--- src/rtl/fetch_stage.sv ---
// Instruction fetch stage with IF/ID latch: owns the PC, applies EX redirects,
// holds on load-use hazards and tells ID when to bubble ID/EX.
module fetch_stage #(
    parameter logic [31:0] RESET_PC = 32'h0000_0000,
    parameter int          CNT_W    = 16
) (
    input  logic             CLK,
    input  logic             RESET,
    output logic [31:0]      imem_addr,
    input  logic [31:0]      imem_data,
    input  logic             ex_branch_taken,
    input  logic [31:0]      ex_branch_target,
    input  logic             ex_jump,
    input  logic [31:0]      ex_jump_target,
    input  logic             id_ex_memtoreg,
    input  logic             id_ex_regwr,
    input  logic [4:0]       id_ex_rt,
    output logic [31:0]      if_id_instr,
    output logic [31:0]      if_id_pc4,
    output logic             if_id_valid,
    output logic             id_ex_bubble,
    output logic [CNT_W-1:0] stall_cnt,
    output logic [CNT_W-1:0] flush_cnt
);

    localparam logic [CNT_W-1:0] CNT_ONE = CNT_W'(1);

    logic [31:0]      pc_q, pc_d;
    logic [31:0]      instr_q, instr_d;
    logic [31:0]      pc4_q, pc4_d;
    logic             valid_q, valid_d;
    logic [CNT_W-1:0] stall_q, stall_d;
    logic [CNT_W-1:0] flush_q, flush_d;

    logic        redirect;
    logic        hazard;
    logic [31:0] target;
    logic [31:0] pc_plus4;

    always_comb begin
        redirect = ex_branch_taken | ex_jump;
        target   = ex_branch_taken ? ex_branch_target : ex_jump_target;
        pc_plus4 = pc_q + 32'd4;
        // Register 0 is an ordinary register here, so it takes part in the match.
        hazard   = valid_q & id_ex_memtoreg & id_ex_regwr &
                   ((id_ex_rt == instr_q[25:21]) | (id_ex_rt == instr_q[20:16]));
    end

    always_comb begin
        pc_d    = pc_q;
        instr_d = instr_q;
        pc4_d   = pc4_q;
        valid_d = valid_q;
        stall_d = stall_q;
        flush_d = flush_q;
        if (redirect) begin
            pc_d    = target;
            instr_d = 32'h0;
            pc4_d   = 32'h0;
            valid_d = 1'b0;
            if (flush_q != '1) begin
                flush_d = flush_q + CNT_ONE;
            end
        end else if (hazard) begin
            if (stall_q != '1) begin
                stall_d = stall_q + CNT_ONE;
            end
        end else begin
            pc_d    = pc_plus4;
            instr_d = imem_data;
            pc4_d   = pc_plus4;
            valid_d = 1'b1;
        end
    end

    always_ff @(posedge CLK) begin
        if (RESET) begin
            pc_q    <= RESET_PC;
            instr_q <= 32'h0;
            pc4_q   <= 32'h0;
            valid_q <= 1'b0;
            stall_q <= '0;
            flush_q <= '0;
        end else begin
            pc_q    <= pc_d;
            instr_q <= instr_d;
            pc4_q   <= pc4_d;
            valid_q <= valid_d;
            stall_q <= stall_d;
            flush_q <= flush_d;
        end
    end

    assign imem_addr    = pc_q;
    assign if_id_instr  = instr_q;
    assign if_id_pc4    = pc4_q;
    assign if_id_valid  = valid_q;
    assign stall_cnt    = stall_q;
    assign flush_cnt    = flush_q;
    // Wrong-path kill on redirect, load-use bubble on hazard, and nothing real in ID.
    assign id_ex_bubble = redirect | hazard | ~valid_q;

endmodule

--- config.mk ---
export PLATFORM = sky130hd
export DESIGN_NAME = fetch_stage
export DESIGN_NICKNAME = d
export VERILOG_FILES = /design/src/rtl/fetch_stage.sv
export SDC_FILE = /design/constraint.sdc
export NUM_CORES = 1
export LEC_CHECK = 0
export ABC_AREA = 1
export CAP_MARGIN = 20
export CORE_AREA = 2 2 139 141
export CTS_BUF_LIST = sky130_fd_sc_hd__clkbuf_4 sky130_fd_sc_hd__clkbuf_8
export DETAILED_ROUTE_END_ITERATION = 6
export DIE_AREA = 0 0 141 143
export GPL_TIMING_DRIVEN = 0
export HOLD_SLACK_MARGIN = 0.05
export RECOVER_POWER = 50
export SLEW_MARGIN = 10
export SYNTH_ARGS = -nofsm -noshare
export SYNTH_HDL_FRONTEND = slang
export SYNTH_SLANG_ARGS = --single-unit
export TNS_END_PERCENT = 100
--- constraint.sdc ---
create_clock -name CLK -period 2.2 [get_ports CLK]
set_input_delay 0.44 -clock CLK [delete_from_list [all_inputs] [get_ports CLK]]
set_output_delay 0.44 -clock CLK [all_outputs]
set_load 0.05 [all_outputs]
==> results.md, run 1 <==
* Outcome: complete, no violations
* DR iter-0 viols at 450
* CTS buffer count at 17
* H-tree depth at 4
* Max cap viols at 0
* CTS tree: yes
* Worst Path Arrival at 1.72 ns
* Sequential share of the synthesized area at 40.4%
* Clock slew at reported path FFs at 0.08 ns
* Synthesis-to-finish area growth at 45.5%
* Dpl cell area at 9050 um^2
* Vias in the first global route at 6355
* Initial antenna violation count at 0
* Drt via density at 4.79
* Final hold violations at 0
* Asr flop ratio synth at 0%
* DRC at 0
* Clk Latency, worst-skew pair at 0.46 ns
* DPL Wire Length at 17300 um
* Top delay family on crit path: buffers and inverters
* Largest net degree at the start of global routing at 17
* Lkg Pwr at 3.84 nW
* GR Overflow Total at 0
* Max Fclk at 463 MHz
* Top cell type's share of synthesized area at 40.4%
* WL final at 22600 um
* Buf/Inv on CP at 1
* N_diodes at 0
* Die area at 20200 um^2
* Top FF cell, synth: dfxtp_1
* Min cycle time layout at 2.16 ns
* Clk root buf: clkbuf_8
* Crit path kind: flip-flop to output port
* Chip height at 143 um
* Worst setup SP type: flip-flop
* Max Root-Sink Buffers at 2
* Syn. warnings at 0
* Port-buffer cells at 235
* Max FO, Critical Path at 3
* I/O Pins at 237
* Syn_area_per_cell at 6.84 um^2
* CP required at 1.76 ns
* Synth top area cells: dfxtp_1 (40%), nand2_1 (19%), nand3_1 (6.1%)
* Setup Skew at 0.00803 ns
* Initial Util at 34.4%
* Max-slew violations at 0
* Total GRT Usage at 22.2%
* Critical path's largest stage delay at 0.83 ns
* Post-synth EDFFs at 0
* Final RePlAce weighted congestion at 0.933
* P per Cell Area at 587 nW/um^2
* Slowest-stage cell, CP: clkdlybuf4s50_1
* Share of cells above drive strength 1 at 5.99%
* Relative slew slack at 54.2%
* Endpoint type of the worst setup path: output port
* Final instance area at 9310 um^2
* HP Class: flip-flop to flip-flop
* Core Footprint at 18600 um^2
* CP Cell Sequence: clkdlybuf4s50_1
* Synth Instances at 936
* Final setup violating endpoints at 0
* Worst Tran Pin Value at 0.690 ns
* Yosys top cell by area: dfxtp_1
* Cts hold-fix bufs at 0
* Pre-antenna DRT Iters at 5
* Drt wl/cell at 15.7 um
* Final period util at 98.1%
* Peak supply drop at 0.385 mV
* Count leader, synth: nand2_1
* FP Rows at 50
* Vias at 6880
* Detail Route Antenna Nets at 0
* Post-Syn Area at 6400 um^2
* Distinct cells, synth at 36
* Nets at 1300
* Unrepaired setup endpoints after global routing: no
* First-pass GRT wire length at 34700 um
* Die X at 141 um
* WHS at 0.460 ns
* Clk sinks at 129
* Yosys reg bits at 129
* Post-synth top cells: nand2_1 (322), dfxtp_1 (129), nor2_1 (87)
* Syn nets at 1046
state kept, by name, indices dropped and copies added (netlist names):
signal,cells
flush_cnt,16
if_id_instr,32
if_id_pc4,32
if_id_valid,1
imem_addr,32
stall_cnt,16
cells in the final DEF, fill, tap and decap left out, types with 4 or more instances in the layout:
master	netlist	routed
o21ai_0	40	40
clkinv_2	0	6
a22oi_1	27	27
clkdlybuf4s50_1	0	186
xor2_1	27	27
xnor2_1	10	10
o21ai_1	11	11
buf_4	12	11
dlygate4sd2_1	0	25
nand3_1	78	77
dfxtp_1	129	128
nand4_1	15	15
nor3_1	15	15
inv_1	65	68
inv_2	7	4
nand2_1	322	322
nor2_1	87	87
clkbuf_8	0	18
a21oi_1	37	37
clkbuf_1	17	36
worst min-delay path, stage by stage, from the launching register on:
cell     delay (ns)
dfxtp_1        0.31
nand3_1        0.07
nand2_1        0.04
per-layer routing:
layer	wire (um)	share of wire (%)	global-route usage, %	vias to the layer above
li1	-	-	-	3547
met1	10500	47	29.8	3085
met2	10300	45	35.4	218
met3	1340	5.9	5.53	30
met4	478	2.1	6.89	0
met5	0	0	0	-
layout make-up:
class / instances / area (um^2)
Buffer: 38 / 214
Clock buffer: 18 / 248
Clock inverter: 14 / 139
Fill cell: 1938 / 9270
Inverter: 72 / 270
Multi-Input combinational cell: 695 / 3330
Sequential cell: 129 / 2580
Tap cell: 234 / 293
Timing Repair Buffer: 237 / 2230
path summary, 6_finish.rpt:
path / startpoint / end / slack (ns) / cells past startpoint
hold reg to reg: if_id_instr[15] / if_id_instr[15] / 0.46 / 2
setup / recovery: if_id_valid / if_id_valid / 0.04 / 1
hold / removal: if_id_instr[15] / if_id_instr[15] / 0.46 / 2
setup reg to reg: if_id_valid / if_id_pc4[14] / 0.24 / 7
cell families after synthesis:
kind of cell	after synthesis	synth area share, %
XOR/XNOR	37	5.06
adder cells (fa/ha/maj)	3	0.587
flip-flops	129	40.4
AND/OR/NAND/NOR	532	35.1
AO/OA/AOI/OAI	123	11.0
buffers and inverters	112	7.84
repair_timing:
action,in CTS,in global routing
setup endpoints to repair,23,20
pin swaps,1,2
resized for setup,35,21
buffers inserted,2,0
per-stage QoR:
| step | utilization, % | setup slack (ns) | TNS [ns] | power (mW) | instances |
|---|---|---|---|---|---|
| after detailed placement | 48.7 | -1.07 | -15.80 | 3.50 | 1405 |
| after global placement | 48.7 | -1.07 | -15.92 | 3.50 | 1405 |
| final | 50.1 | 0.0407 | 0 | 5.47 | 1437 |
| after global routing | 50.1 | 0.000627 | 0 | 5.69 | 1437 |
| after CTS | 50.8 | 0.000540 | 0 | 5.53 | 1437 |
| after floorplan | - | 0.0867 | 0 | 3.04 | 936 |
power breakdown:
part	switching, mW	internal [mW]
combinational	0.561	0.364
clock	1.02	1.03
sequential	0.0827	2.41
total	1.66	3.80
(Power assumes the default switching activity.)
==> inputs of run 2 (changes only) <==
--- a/config.mk
+++ b/config.mk
@@ -8,7 +8,7 @@
 export ABC_AREA = 1
 export CAP_MARGIN = 20
 export CORE_AREA = 2 2 139 141
-export CTS_BUF_LIST = sky130_fd_sc_hd__clkbuf_4 sky130_fd_sc_hd__clkbuf_8
+export CTS_BUF_LIST = sky130_fd_sc_hd__clkbuf_8
 export DETAILED_ROUTE_END_ITERATION = 6
 export DIE_AREA = 0 0 141 143
 export GPL_TIMING_DRIVEN = 0
==> results of run 2 <==
No change in the layout: final DEF, timing and power equal those of run 1.
